$ cat config.mk
export PLATFORM = sky130hd
export DESIGN_NAME = dmem_access_ctrl_flat
export DESIGN_NICKNAME = d
export VERILOG_FILES = /design/src/rtl/dmem_access_ctrl_pkg.sv /design/src/rtl/dmem_access_ctrl_if.sv /design/src/rtl/dmem_access_ctrl_load_align_ext.sv /design/src/rtl/dmem_access_ctrl.sv /design/src/flat_wrapper.sv
export SDC_FILE = /design/constraint.sdc
export NUM_CORES = 1
export LEC_CHECK = 0
export CORE_UTILIZATION = 43
export DETAILED_ROUTE_END_ITERATION = 7
export GPL_TIMING_DRIVEN = 0
export HOLD_SLACK_MARGIN = 0.03
export PLACE_DENSITY = 0.84
export SLEW_MARGIN = 5
export SYNTH_ARGS = -nofsm -noshare
export SYNTH_HDL_FRONTEND = slang
export SYNTH_SLANG_ARGS = --single-unit
$ cat constraint.sdc
create_clock -name clk -period 2.2 [get_ports clk]
set_input_delay 0.33 -clock clk [delete_from_list [all_inputs] [get_ports clk]]
set_output_delay 0.33 -clock clk [all_outputs]
set_load 0.02 [all_outputs]
$ cat src/rtl/dmem_access_ctrl_pkg.sv
// Shared definitions for the data-memory access controller: access sizes,
// FSM encoding and the byte-enable / alignment helpers.
package dmem_access_ctrl_pkg;

    localparam logic [1:0] BYTE  = 2'b00;
    localparam logic [1:0] HWORD = 2'b01;
    localparam logic [1:0] WORD  = 2'b10;

    typedef enum logic [1:0] {
        DM_IDLE = 2'b00,
        DM_REQ  = 2'b01,
        DM_RESP = 2'b10
    } dm_state_e;

    function automatic logic [3:0] dmem_be(input logic [1:0] size, input logic [1:0] addr_lsb);
        logic [3:0] be_s;
        case (size)
            BYTE:    be_s = 4'b0001 << addr_lsb;
            HWORD:   be_s = 4'b0011 << addr_lsb;
            default: be_s = 4'b1111;
        endcase
        return be_s;
    endfunction

    // Size code 2'b11 is handled as a word access.
    function automatic logic is_misaligned(input logic [1:0] size, input logic [1:0] addr_lsb);
        logic mis_s;
        case (size)
            BYTE:    mis_s = 1'b0;
            HWORD:   mis_s = addr_lsb[0];
            default: mis_s = (addr_lsb != 2'b00);
        endcase
        return mis_s;
    endfunction

endpackage

$ cat src/rtl/dmem_access_ctrl_if.sv
// Data-memory port: valid/ready request channel plus a read-data return pulse.
interface dmem_access_ctrl_if #(
    parameter int XLEN = 32
);
    logic            o_dmem_req;
    logic            i_dmem_ready;
    logic            o_dmem_we;
    logic [XLEN-1:0] o_dmem_addr;
    logic [3:0]      o_dmem_be;
    logic [XLEN-1:0] o_dmem_wdata;
    logic            i_dmem_rvalid;
    logic [XLEN-1:0] i_dmem_rdata;

    modport master (
        output o_dmem_req, o_dmem_we, o_dmem_addr, o_dmem_be, o_dmem_wdata,
        input  i_dmem_ready, i_dmem_rvalid, i_dmem_rdata
    );

    modport slave (
        input  o_dmem_req, o_dmem_we, o_dmem_addr, o_dmem_be, o_dmem_wdata,
        output i_dmem_ready, i_dmem_rvalid, i_dmem_rdata
    );
endinterface

$ cat src/rtl/dmem_access_ctrl_load_align_ext.sv
// Combinational load formatter: picks the addressed byte/halfword out of the
// returned word and sign- or zero-extends it.
module dmem_access_ctrl_load_align_ext
    import dmem_access_ctrl_pkg::*;
#(
    parameter int XLEN = 32
) (
    input  logic [XLEN-1:0] rdata,
    input  logic [1:0]      addr_lsb,
    input  logic [1:0]      size,
    input  logic            is_unsigned,
    output logic [XLEN-1:0] data
);

    logic [7:0]  byte_s;
    logic [15:0] half_s;
    logic        fill_b_s;
    logic        fill_h_s;

    // Lane selection equivalent to rdata >> (8*addr_lsb).
    always_comb begin
        case (addr_lsb)
            2'd0:    byte_s = rdata[7:0];
            2'd1:    byte_s = rdata[15:8];
            2'd2:    byte_s = rdata[23:16];
            default: byte_s = rdata[31:24];
        endcase
        case (addr_lsb)
            2'd0:    half_s = rdata[15:0];
            2'd1:    half_s = rdata[23:8];
            2'd2:    half_s = rdata[31:16];
            default: half_s = {8'h00, rdata[31:24]};
        endcase
    end

    assign fill_b_s = ~is_unsigned & byte_s[7];
    assign fill_h_s = ~is_unsigned & half_s[15];

    // Extension by access size.
    always_comb begin
        case (size)
            BYTE:    data = {{(XLEN-8){fill_b_s}}, byte_s};
            HWORD:   data = {{(XLEN-16){fill_h_s}}, half_s};
            default: data = rdata;
        endcase
    end

endmodule

$ cat src/rtl/dmem_access_ctrl.sv
// Data-memory access controller: captures one load/store command from the LSU,
// runs it on the valid/ready memory port and returns formatted load data.
module dmem_access_ctrl
    import dmem_access_ctrl_pkg::*;
#(
    parameter int XLEN        = 32,
    parameter bit ALIGN_CHECK = 1'b1
) (
    input  logic                 clk,
    input  logic                 aresetn,
    input  logic                 i_mem_cmd,
    input  logic [XLEN-1:0]      i_mem_addr,
    input  logic [1:0]           i_mem_size,
    input  logic                 i_mem_unsigned,
    input  logic [XLEN-1:0]      i_mem_data,
    input  logic                 i_bubble,
    output logic                 o_stall,
    dmem_access_ctrl_if.master   dmem,
    output logic                 o_ld_valid,
    output logic [XLEN-1:0]      o_ld_data,
    output logic                 o_misalign_err
);

    localparam logic [1:0] ST_IDLE = DM_IDLE;
    localparam logic [1:0] ST_REQ  = DM_REQ;
    localparam logic [1:0] ST_RESP = DM_RESP;

    logic [1:0]      state_r;
    logic [1:0]      state_nx_s;
    logic            capture_s;
    logic            issue_s;
    logic            misalign_s;
    logic            ld_done_s;

    logic            cmd_r;
    logic [1:0]      size_r;
    logic [1:0]      lsb_r;
    logic            uns_r;

    logic            stall_r;
    logic            req_r;
    logic            we_r;
    logic [XLEN-1:0] addr_r;
    logic [3:0]      be_r;
    logic [XLEN-1:0] wdata_r;
    logic            ld_valid_r;
    logic [XLEN-1:0] ld_data_r;
    logic            mis_r;
    logic [XLEN-1:0] ext_s;

    // Next-state decode; inputs are only looked at while idle.
    always_comb begin
        state_nx_s = state_r;
        capture_s  = 1'b0;
        issue_s    = 1'b0;
        misalign_s = 1'b0;
        ld_done_s  = 1'b0;
        case (state_r)
            ST_IDLE: begin
                if (!i_bubble) begin
                    capture_s = 1'b1;
                    if (ALIGN_CHECK && is_misaligned(i_mem_size, i_mem_addr[1:0])) begin
                        misalign_s = 1'b1;
                        state_nx_s = ST_IDLE;
                    end else begin
                        issue_s    = 1'b1;
                        state_nx_s = ST_REQ;
                    end
                end else begin
                    state_nx_s = ST_IDLE;
                end
            end
            ST_REQ: begin
                if (dmem.i_dmem_ready) begin
                    state_nx_s = cmd_r ? ST_IDLE : ST_RESP;
                end else begin
                    state_nx_s = ST_REQ;
                end
            end
            ST_RESP: begin
                if (dmem.i_dmem_rvalid) begin
                    ld_done_s  = 1'b1;
                    state_nx_s = ST_IDLE;
                end else begin
                    state_nx_s = ST_RESP;
                end
            end
            default: state_nx_s = ST_IDLE;
        endcase
    end

    // State register and captured command fields needed after issue.
    always_ff @(posedge clk or negedge aresetn) begin
        if (!aresetn) begin
            state_r <= ST_IDLE;
            cmd_r   <= 1'b0;
            size_r  <= 2'b00;
            lsb_r   <= 2'b00;
            uns_r   <= 1'b0;
        end else begin
            state_r <= state_nx_s;
            if (capture_s) begin
                cmd_r  <= i_mem_cmd;
                size_r <= i_mem_size;
                lsb_r  <= i_mem_addr[1:0];
                uns_r  <= i_mem_unsigned;
            end
        end
    end

    // Output registers; request fields load at issue and hold until the next one.
    always_ff @(posedge clk or negedge aresetn) begin
        if (!aresetn) begin
            stall_r    <= 1'b0;
            req_r      <= 1'b0;
            we_r       <= 1'b0;
            addr_r     <= {XLEN{1'b0}};
            be_r       <= 4'h0;
            wdata_r    <= {XLEN{1'b0}};
            ld_valid_r <= 1'b0;
            ld_data_r  <= {XLEN{1'b0}};
            mis_r      <= 1'b0;
        end else begin
            stall_r    <= (state_nx_s != ST_IDLE);
            req_r      <= (state_nx_s == ST_REQ);
            ld_valid_r <= ld_done_s;
            mis_r      <= misalign_s;
            if (issue_s) begin
                we_r    <= i_mem_cmd;
                addr_r  <= {i_mem_addr[XLEN-1:2], 2'b00};
                be_r    <= dmem_be(i_mem_size, i_mem_addr[1:0]);
                wdata_r <= i_mem_data;
            end
            if (ld_done_s) begin
                ld_data_r <= ext_s;
            end
        end
    end

    dmem_access_ctrl_load_align_ext #(
        .XLEN(XLEN)
    ) u_ld_ext (
        .rdata      (dmem.i_dmem_rdata),
        .addr_lsb   (lsb_r),
        .size       (size_r),
        .is_unsigned(uns_r),
        .data       (ext_s)
    );

    assign o_stall           = stall_r;
    assign dmem.o_dmem_req   = req_r;
    assign dmem.o_dmem_we    = we_r;
    assign dmem.o_dmem_addr  = addr_r;
    assign dmem.o_dmem_be    = be_r;
    assign dmem.o_dmem_wdata = wdata_r;
    assign o_ld_valid        = ld_valid_r;
    assign o_ld_data         = ld_data_r;
    assign o_misalign_err    = mis_r;

endmodule

$ cat src/flat_wrapper.sv
// flat-port wrapper written by rule: the top's interface ports become plain ports
module dmem_access_ctrl_flat import dmem_access_ctrl_pkg::*;
#(
    parameter int XLEN        = 32,
    parameter bit ALIGN_CHECK = 1'b1
)
  (clk, aresetn, i_mem_cmd, i_mem_addr, i_mem_size, i_mem_unsigned, i_mem_data, i_bubble, o_stall, o_ld_valid, o_ld_data, o_misalign_err, dmem_o_dmem_req, dmem_o_dmem_we, dmem_o_dmem_addr, dmem_o_dmem_be, dmem_o_dmem_wdata, dmem_i_dmem_ready, dmem_i_dmem_rvalid, dmem_i_dmem_rdata);
  dmem_access_ctrl_if #(.XLEN(XLEN)) dmem_i ();
  input  logic clk;
  input  logic aresetn;
  input  logic i_mem_cmd;
  input  logic [XLEN-1:0] i_mem_addr;
  input  logic [1:0] i_mem_size;
  input  logic i_mem_unsigned;
  input  logic [XLEN-1:0] i_mem_data;
  input  logic i_bubble;
  output logic o_stall;
  output logic o_ld_valid;
  output logic [XLEN-1:0] o_ld_data;
  output logic o_misalign_err;
  output wire logic [$bits(dmem_i.o_dmem_req)-1:0] dmem_o_dmem_req;
  output wire logic [$bits(dmem_i.o_dmem_we)-1:0] dmem_o_dmem_we;
  output wire logic [$bits(dmem_i.o_dmem_addr)-1:0] dmem_o_dmem_addr;
  output wire logic [$bits(dmem_i.o_dmem_be)-1:0] dmem_o_dmem_be;
  output wire logic [$bits(dmem_i.o_dmem_wdata)-1:0] dmem_o_dmem_wdata;
  input wire logic [$bits(dmem_i.i_dmem_ready)-1:0] dmem_i_dmem_ready;
  input wire logic [$bits(dmem_i.i_dmem_rvalid)-1:0] dmem_i_dmem_rvalid;
  input wire logic [$bits(dmem_i.i_dmem_rdata)-1:0] dmem_i_dmem_rdata;
  assign dmem_o_dmem_req = dmem_i.o_dmem_req;
  assign dmem_o_dmem_we = dmem_i.o_dmem_we;
  assign dmem_o_dmem_addr = dmem_i.o_dmem_addr;
  assign dmem_o_dmem_be = dmem_i.o_dmem_be;
  assign dmem_o_dmem_wdata = dmem_i.o_dmem_wdata;
  assign dmem_i.i_dmem_ready = dmem_i_dmem_ready;
  assign dmem_i.i_dmem_rvalid = dmem_i_dmem_rvalid;
  assign dmem_i.i_dmem_rdata = dmem_i_dmem_rdata;
  dmem_access_ctrl #(.XLEN(XLEN), .ALIGN_CHECK(ALIGN_CHECK)) u_core (.clk(clk), .aresetn(aresetn), .i_mem_cmd(i_mem_cmd), .i_mem_addr(i_mem_addr), .i_mem_size(i_mem_size), .i_mem_unsigned(i_mem_unsigned), .i_mem_data(i_mem_data), .i_bubble(i_bubble), .o_stall(o_stall), .dmem(dmem_i), .o_ld_valid(o_ld_valid), .o_ld_data(o_ld_data), .o_misalign_err(o_misalign_err));
endmodule
Yosys cells after proc, flatten, opt, wreduce, memory -nomap -nowiden

Index checks and enable logic that the tools add are counted.

Register bits after elaboration: 111
Input port bits: 105
Word-level logic and storage cells: 55
Output and inout bits: 105

Shift operators: 2
Eq/ne operators: 7
Reductions and logical operators: 6
Bitwise operators: 3
Multiplexer cells: 23

Operators by type and width:

| kind                                                 | count |
|---|---|
| one-hot mux 32 bit (2 select lines)                  | 1 |
| one-hot mux 16 bit (3 select lines)                  | 1 |
| one-hot mux 8 bit (3 select lines)                   | 1 |
| two-way mux 1 bit                                    | 14 |
| equality test 2 x 1 -> 1 bit (second input constant) | 5 |
| zero test 2 bit                                      | 4 |
| one-hot mux 4 bit (2 select lines)                   | 1 |
| two-way mux 2 bit                                    | 3 |
| one-hot mux 2 bit (3 select lines)                   | 1 |
| equality test 2 bit (second input constant)          | 2 |
| nonzero test 2 bit                                   | 2 |
| << shifter 1 x 2 -> 4 bit (first input constant)     | 1 |
| << shifter 2 x 2 -> 4 bit (first input constant)     | 1 |
| AND 1 bit                                            | 2 |
| one-hot mux 1 bit (2 select lines)                   | 1 |
| NOT 1 bit                                            | 1 |

Logic depth before layout (Yosys ltp)

Gate-level depths: netlist (run 1).

Depth in word-level cells: 8
Mapped depth: 7
Mapped depth without buffers: 4

Hierarchy

From an unflattened synthesis (run 1), not the netlist that was laid out.

Cell total of the unflattened synthesis: 403
Area, all modules: 5251.3 µm²

Modules (own cells, without submodules):

| module                          | cells an instance | sequential area each (µm²) | instances | area an instance (µm²) |
|---|---|---|---|---|
| dmem_access_ctrl                | 277               | 2777.7                     | 1         | 4458.0 |
| dmem_access_ctrl_load_align_ext | 126               | 0.0                        | 1         | 793.3 |

Worst setup path after synthesis (run 1)

Ideal clock, no wire load.

Kind: register to register
Start: register u_core.state_r[0]
End: register u_core.wdata_r[10] (netlist: u_core.dmem.o_dmem_wdata[10])
Path buffers: 2
Required time: 2.075 ns
Clock period less this slack: 1.594 ns
Cell stages (with the launch flop): 6
Setup slack: 0.606 ns
Library setup time: 0.125 ns
Arrival time: 1.469 ns
Path through: dfrtp_1 -> nor3_4 -> nand3_2 -> buf_6 -> buf_6 -> mux2_4

Word-level cells in the longest chain between the ends: 2

Ends and longest elaborated chain:

| item                     | line                    | text |
|---|---|---|
| start: declaration       | dmem_access_ctrl.sv:28  | `logic [1:0] state_r;` |
| start signal: assignment | dmem_access_ctrl.sv:101 | `state_r <= state_nx_s;` |
| zero test 2 bit          | dmem_access_ctrl.sv:58  | `case (state_r)` |
| two-way mux 1 bit        | dmem_access_ctrl.sv:58  |  |
| end signal: assignment   | dmem_access_ctrl.sv:119 | `wdata_r <= {XLEN{1'b0}};` |
| end signal: assignment   | dmem_access_ctrl.sv:132 | `wdata_r <= i_mem_data;` |
| end: declaration         | dmem_access_ctrl.sv:45  | `logic [XLEN-1:0] wdata_r;` |

No other way between the ends.
A chain may end at the register's enable or synchronous reset.

Final worst setup path (run 1)

Start: input port dmem_i_dmem_rdata[23]
End: register u_core.ld_data_r[13] (netlist: u_core.o_ld_data[13])

Word-level cells in the longest chain between the ends: 3

Ends and longest elaborated chain:

| item                                | line                                  | text |
|---|---|---|
| start: declaration                  | flat_wrapper.sv:28                    | `input wire logic [$bits(dmem_i.i_dmem_rdata)-1:0] dmem_i_dmem_rdata;` |
| one-hot mux 8 bit (3 select lines)  | dmem_access_ctrl_load_align_ext.sv:22 | `case (addr_lsb)` |
| AND 1 bit                           | dmem_access_ctrl_load_align_ext.sv:36 | `assign fill_b_s = ~is_unsigned & byte_s[7];` |
| one-hot mux 32 bit (2 select lines) | dmem_access_ctrl_load_align_ext.sv:41 | `case (size)` |
| end signal: assignment              | dmem_access_ctrl.sv:121               | `ld_data_r <= {XLEN{1'b0}};` |
| end signal: assignment              | dmem_access_ctrl.sv:135               | `ld_data_r <= ext_s;` |
| end: declaration                    | dmem_access_ctrl.sv:47                | `logic [XLEN-1:0] ld_data_r;` |

No other way between the ends.

==> results.md, run 1 <==
* Placed instance count at 747
* Die Height at 109 um
* Synth top area share at 0.568
* Clock Latency Late Sink at 0.34 ns
* Ports at 210
* Max_cap viols at 0
* Min-delay worst type: in -> reg
* Hold Crit Depth at 3
* Mapped cell area at 4890 um2
* Synth cell count leaders: 111 x dfrtp_1, 42 x mux2_2, 41 x nand2_1
* Largest cells by area after synthesis: dfrtp_1 57%, mux2_2 9.7%, mux2_4 8.3%
* Cell variety after synth at 44
* CTS tree: yes
* GRT Util Overall at 0.242
* Critical Path End Type: register
* Final setup fails at 0
* Final non-filler cell total at 764
* Clk root buf: clkbuf_16
* RSZ-0062 raised after global routing: no
* Port Buffers at 205
* Vias at 4091
* CP cell instances: clkdlybuf4s50_1 > mux4_2 > a21oi_1 > a21oi_1
* Clk sinks at 111
* Net count, final at 724
* Most common cell on crit path: a21oi_1
* GRT overflow at 0
* H-tree depth at 3
* Post-route DRC at 0
* Post-synth ARST share at 1.00
* Required time worst endpoint at 2.38 ns
* Area leader, netlist: dfrtp_1
* Fmax at 511 MHz
* Most frequent cell after synthesis: dfrtp_1
* Critical Path AT at 2.14 ns
* Max-slew violations at 0
* Max incr delay on CP at 0.63 ns
* Startpoint types: input port
* Pwr/cell area at 1340 nW/um2
* Core area at 10900 um2
* Peak supply drop at 747 uV
* Initial detailed-routing violation count at 220
* Seq/Total Area, Yosys at 0.568
* P_leak at 3.26 nW
* CTS resizes at 0
* Slowest library cell on the worst path: a21oi_1
* Post-DRT Antenna Nets at 0
* Final instance area at 7440 um2
* Row count at 38
* Area after DPL at 7140 um2
* Final period utilization at 0.889
* Worst setup margin at 0.244 ns
* Yosys reg bits at 111
* Layout cell share with drive strength beyond 1 at 0.171
* Die area at 11800 um2
* Fill cells at 824
* Crit path time final at 1.96 ns
* Main flop type after synthesis: dfrtp_1
* Die W at 109 um
* Final worst clock skew at 0.00502 ns
* First-pass GRT wire length at 21500 um
* Initial cell density of the core at 0.447
* Detailed-router iteration count before antenna repair at 5
* Dpl hpwl at 10400 um
* Antenna violations before repair at 0
* Flop-to-flop setup slack at 0.32 ns
* Dpl ws at -0.112 ns
* EDFF count, synth at 0
* Routed WL at 13700 um
* Drt wl/cell at 18.0 um
* Outcome: completed
* Worst setup path class: in -> reg
* Inserted Diodes at 0
* Cts bufs inserted at 9
* Area Growth Syn to Fin at 52.3%
* Mapped Cells at 400
* Mean post-synth cell area at 12.2 um2
* Worst-margin pin slew at 0.782 ns
* Largest net degree at the start of global routing at 72
* R2R depth at 6
* Longest Clk Path Bufs at 2
* Total Power at 10.0 mW
* Final hold vios at 0
* Synth warnings at 0
* Largest fanout on the critical path at 8
* Via density at 5.35
* RD Place Congestion at 0.885
* Vias in the first global route at 4275
* Reg clk slew, reported paths at 0.07 ns
* Slew HR at 0.479
==> path summary, 6_finish.rpt <==
path	start	to
worst min register to register	u_core.o_ld_data[30]$_DFFE_PN0P_	u_core.o_ld_data[30]$_DFFE_PN0P_
min in group asynchronous	aresetn	u_core.dmem.o_dmem_wdata[4]$_DFFE_PN0P_
worst max-delay path	dmem_i_dmem_rdata[23]	u_core.o_ld_data[13]$_DFFE_PN0P_
worst max register to register	u_core.state_r[0]$_DFF_PN0_	u_core.o_ld_data[28]$_DFFE_PN0P_
worst min-delay path	i_mem_addr[0]	u_core.lsb_r[0]$_DFFE_PN0P_
max in group asynchronous	aresetn	u_core.dmem.o_dmem_wdata[29]$_DFFE_PN0P_
==> cell usage in the layout, fill, tap and decap left out, drive strengths merged, types with 5 or more instances in the layout <==
| cell | n |
|---|---|
| nand3 | 33 |
| nor2 | 16 |
| a22o | 6 |
| buf | 21 |
| a22oi | 15 |
| dfrtp | 111 |
| mux2 | 69 |
| o21a | 5 |
| o21ai | 12 |
| clkdlybuf4s50 | 204 |
| clkbuf | 21 |
| nand2 | 41 |
| a21oi | 22 |
==> routing by layer <==
layer | part of all wire | up-vias | routed length [um] | global-route usage
met1 | 0.38 | 1964 | 5170 | 0.284
met5 | 0 | - | 0 | 0
met3 | 0.11 | 25 | 1510 | 0.0753
met2 | 0.50 | 249 | 6820 | 0.408
met4 | 0.016 | 0 | 223 | 0.103
li1 | - | 1853 | - | -
==> sequential cells by signal (all words and copies together), names as in the netlist, 2 cells and up <==
signal	cells
u_core.state_r	2
u_core.o_ld_data	32
u_core.dmem.o_dmem_addr	30
u_core.size_r	2
u_core.dmem.o_dmem_wdata	32
u_core.lsb_r	2
u_core.dmem.o_dmem_be	4
==> power breakdown <==
part,internal [mW],leakage (nW),switching [mW],total (mW)
Sequential,2.93,1.33,0.530,3.46
Clock,0.880,0.142,0.713,1.59
Combinational,2.55,1.79,2.40,4.95
==> critical path: cells and delay by family <==
kind                   cells  cell delay [ns]
AOI/OAI and AO/OA          2             0.77
buffers and inverters      1             0.49
muxes                      1             0.54
==> area by class of cell <==
class                           count  area [um2]  area share
Clock inverter                      6        61.3     0.00824
Timing Repair Buffer              207        2090       0.280
Inverter                            3        11.3     0.00151
Buffer                             30         163      0.0219
Multi-Input combinational cell    257        1940       0.261
Sequential cell                   111        2780       0.373
Tap cell                          140         175      0.0235
Clock buffer                       10         229      0.0308
==> repair_timing <==
item | 4_1_cts | 5_1_grt
setup buffers | 0 | 0
hold buffers | 1 | 0
hold endpoints to repair | 40 | 0
==> cell families (layout without fill, tap and decap cells) <==
logic type      count (synthesis)  after routing  synth area share
simple gates                  108            108             0.105
mux                            73             73             0.190
flops                         111            111             0.568
xor+xnor                        2              2           0.00358
compound gates                 72             72            0.0963
other cells                     1              2          0.000767
buf+inv                        33            256            0.0356
==> metrics by stage <==
| step | TNS [ns] | hold slack (ns) | util |
|---|---|---|---|
| 2_1_floorplan | 0 | 0.0344 | - |
| 3_3_place_gp | -360.23 | 0.463 | 0.651 |
| 3_5_place_dp | -0.795 | 0.354 | 0.653 |
| 4_1_cts | 0 | 0.340 | 0.681 |
| 5_1_grt | 0 | 0.385 | 0.681 |
| 6_report | 0 | 0.353 | 0.681 |
Power figures use the tool's default switching activity.
==> run 2: changes to the inputs <==
- CORE_UTILIZATION: 43 -> 40
- PLACE_DENSITY: 0.84 -> 0.79
==> results.md, run 2 (synthesis gave the netlist of run 1 again) <==
* Layout cell share with drive strength beyond 1 at 0.173
* Dpl hpwl at 10500 um
* First-pass GRT wire length at 22100 um
* Util after Layout at 0.625
* Peak supply drop at 636 uV
* Critical Path End Type: register
* Startpoint types: input port
* Most frequent cells in the layout: 204 x clkdlybuf4s50_1, 111 x dfrtp_1, 42 x mux2_2, 41 x nand2_1, 32 x nand3_1
* Crit path buf inv count at 2
* Sw Ratio at 0.366
* Clock share of power at 0.166
* Largest net degree at the start of global routing at 81
* Reg clk slew, reported paths at 0.08 ns
* Initial cell density of the core at 0.409
* Via density at 5.32
* Worst-margin pin slew at 0.647 ns
* Final period utilization at 0.866
* Row count at 40
* Die Height at 113 um
* Die area at 12700 um2
* Register area at 2780 um2
* GRT overflow at 0
* Final worst clock skew at 0.00716 ns
* Ports at 210
* RSZ-0062 raised after global routing: no
* Inserted Diodes at 0
* Final setup fails at 0
* Drt wl/cell at 18.1 um
* Critical Path AT at 2.11 ns
* Pint at 6.40 mW
* Register share of total power at 0.343
* Net count, final at 724
* Initial detailed-routing violation count at 320
* P_leak at 3.26 nW
* CTS tree: yes
* DR top layer: met4
* Vias at 4100
* Core area at 12000 um2
* Post-CTS setup buffers at 0
* Required time worst endpoint at 2.41 ns
* Final instance area at 7470 um2
* Routed WL at 13900 um
* Met1 Wirelength at 5280 um
* Post-route DRC at 0
* Detailed-router iteration count before antenna repair at 5
* Multi-input gate area at 1940 um2
* Crit path time final at 1.90 ns
* Slowest library cell on the worst path: mux4_2
* Longest Clk Path Bufs at 2
* Max_cap viols at 0
* Die W at 113 um
* RD Place Congestion at 0.961
* H-tree depth at 3
* Sw Pwr at 3.69 mW
* Outcome: completed
* Fmax at 525 MHz
* DR WL met3 at 1410 um
* Min-delay worst type: in -> reg
* CP cell instances: clkdlybuf4s50_1 > mux4_2 > o211ai_2 > buf_2 > nand3_1
* Combinational share of power at 0.491
* Vias in the first global route at 4401
* Max incr delay on CP at 0.55 ns
* Pwr/cell area at 1350 nW/um2
* Total Power at 10.1 mW
* Max-slew violations at 0
* Cts bufs inserted at 9
* Antenna violations before repair at 0
* Post-DRT Antenna Nets at 0
* Fill cells at 992
* Met2 Wirelength at 6950 um
* GRT Util Overall at 0.226
* Area after DPL at 7160 um2
* Clock Latency Late Sink at 0.34 ns
* Port Buffers at 205
* Clk sinks at 111
* CP delay by family, top: buffers and inverters
* Worst setup path class: in -> reg
* Slew HR at 0.568
* Clk root buf: clkbuf_16
* Largest fanout on the critical path at 10
* Final hold vios at 0
* Commonest non-fill, non-tap cell in the layout: clkdlybuf4s50_1
* Area Growth Syn to Fin at 52.9%
==> run 2: per-stage QoR <==
step	TNS, ns	setup WS, ns	std cells	hold slack (ns)
6_report	0	0.295	771	0.334
5_1_grt	0	0.221	771	0.367
4_1_cts	0	0.302	771	0.326
3_5_place_dp	-0.112	-0.0351	754	0.235
3_3_place_gp	-366.77	-3.31	753	0.472
2_1_floorplan	0	0.606	401	0.0344
==> run 2: final cells by class <==
type                            count  share of cell area
Tap cell                          147              0.0246
Sequential cell                   111               0.372
Inverter                            3             0.00151
Timing Repair Buffer              207               0.280
Clock inverter                      6             0.00921
Clock buffer                       10              0.0320
Buffer                             30              0.0218
Multi-Input combinational cell    257               0.260
==> run 2: tightest hold or removal path: stages <==
cell and delay (ns):
clkbuf_1 0.17, nand2_1 0.10, nand2_1 0.05
==> run 2: timing repair <==
item                      in CTS  in global routing
gates resized for setup        0                  0
hold buffers                   1                  0
hold endpoints to repair      31                  0
==> run 2: path summary, 6_finish.rpt <==
kind                                             startpoint  slack [ns]                                  endpoint  cells after the start
worst max-delay path                  dmem_i_dmem_rdata[31]        0.30          u_core.o_ld_data[31]$_DFFE_PN0P_                      5
worst min-delay path                          i_mem_addr[0]        0.33               u_core.lsb_r[0]$_DFFE_PN0P_                      3
worst max register to register  u_core.state_r[0]$_DFF_PN0_        0.33  u_core.dmem.o_dmem_wdata[21]$_DFFE_PN0P_                      5
worst min register to register     u_core.cmd_r$_DFFE_PN0P_        0.47                  u_core.cmd_r$_DFFE_PN0P_                      2
max in group asynchronous                           aresetn        1.08   u_core.dmem.o_dmem_addr[22]$_DFFE_PN0P_                      3
min in group asynchronous                           aresetn        0.43               u_core.o_ld_valid$_DFF_PN0_                      2
==> run 2: per-layer routing <==
metal	track usage	vias up
met2	0.388	223
met1	0.259	2000
met3	0.0799	29
li1	-	1848
met4	0.0880	0
met5	0	-
==> run 2: power groups by stage <==
| stage | registers (mW) | logic, mW | clock network [mW] |
|---|---|---|---|
| after floorplan | 4.47 | 1.53 | 0 |
| after global placement | 3.43 | 4.85 | 0 |
| after CTS | 3.46 | 4.98 | 1.71 |
| final | 3.46 | 4.96 | 1.67 |
| after global routing | 3.56 | 5.23 | 1.79 |
| after detailed placement | 3.49 | 4.96 | 0 |
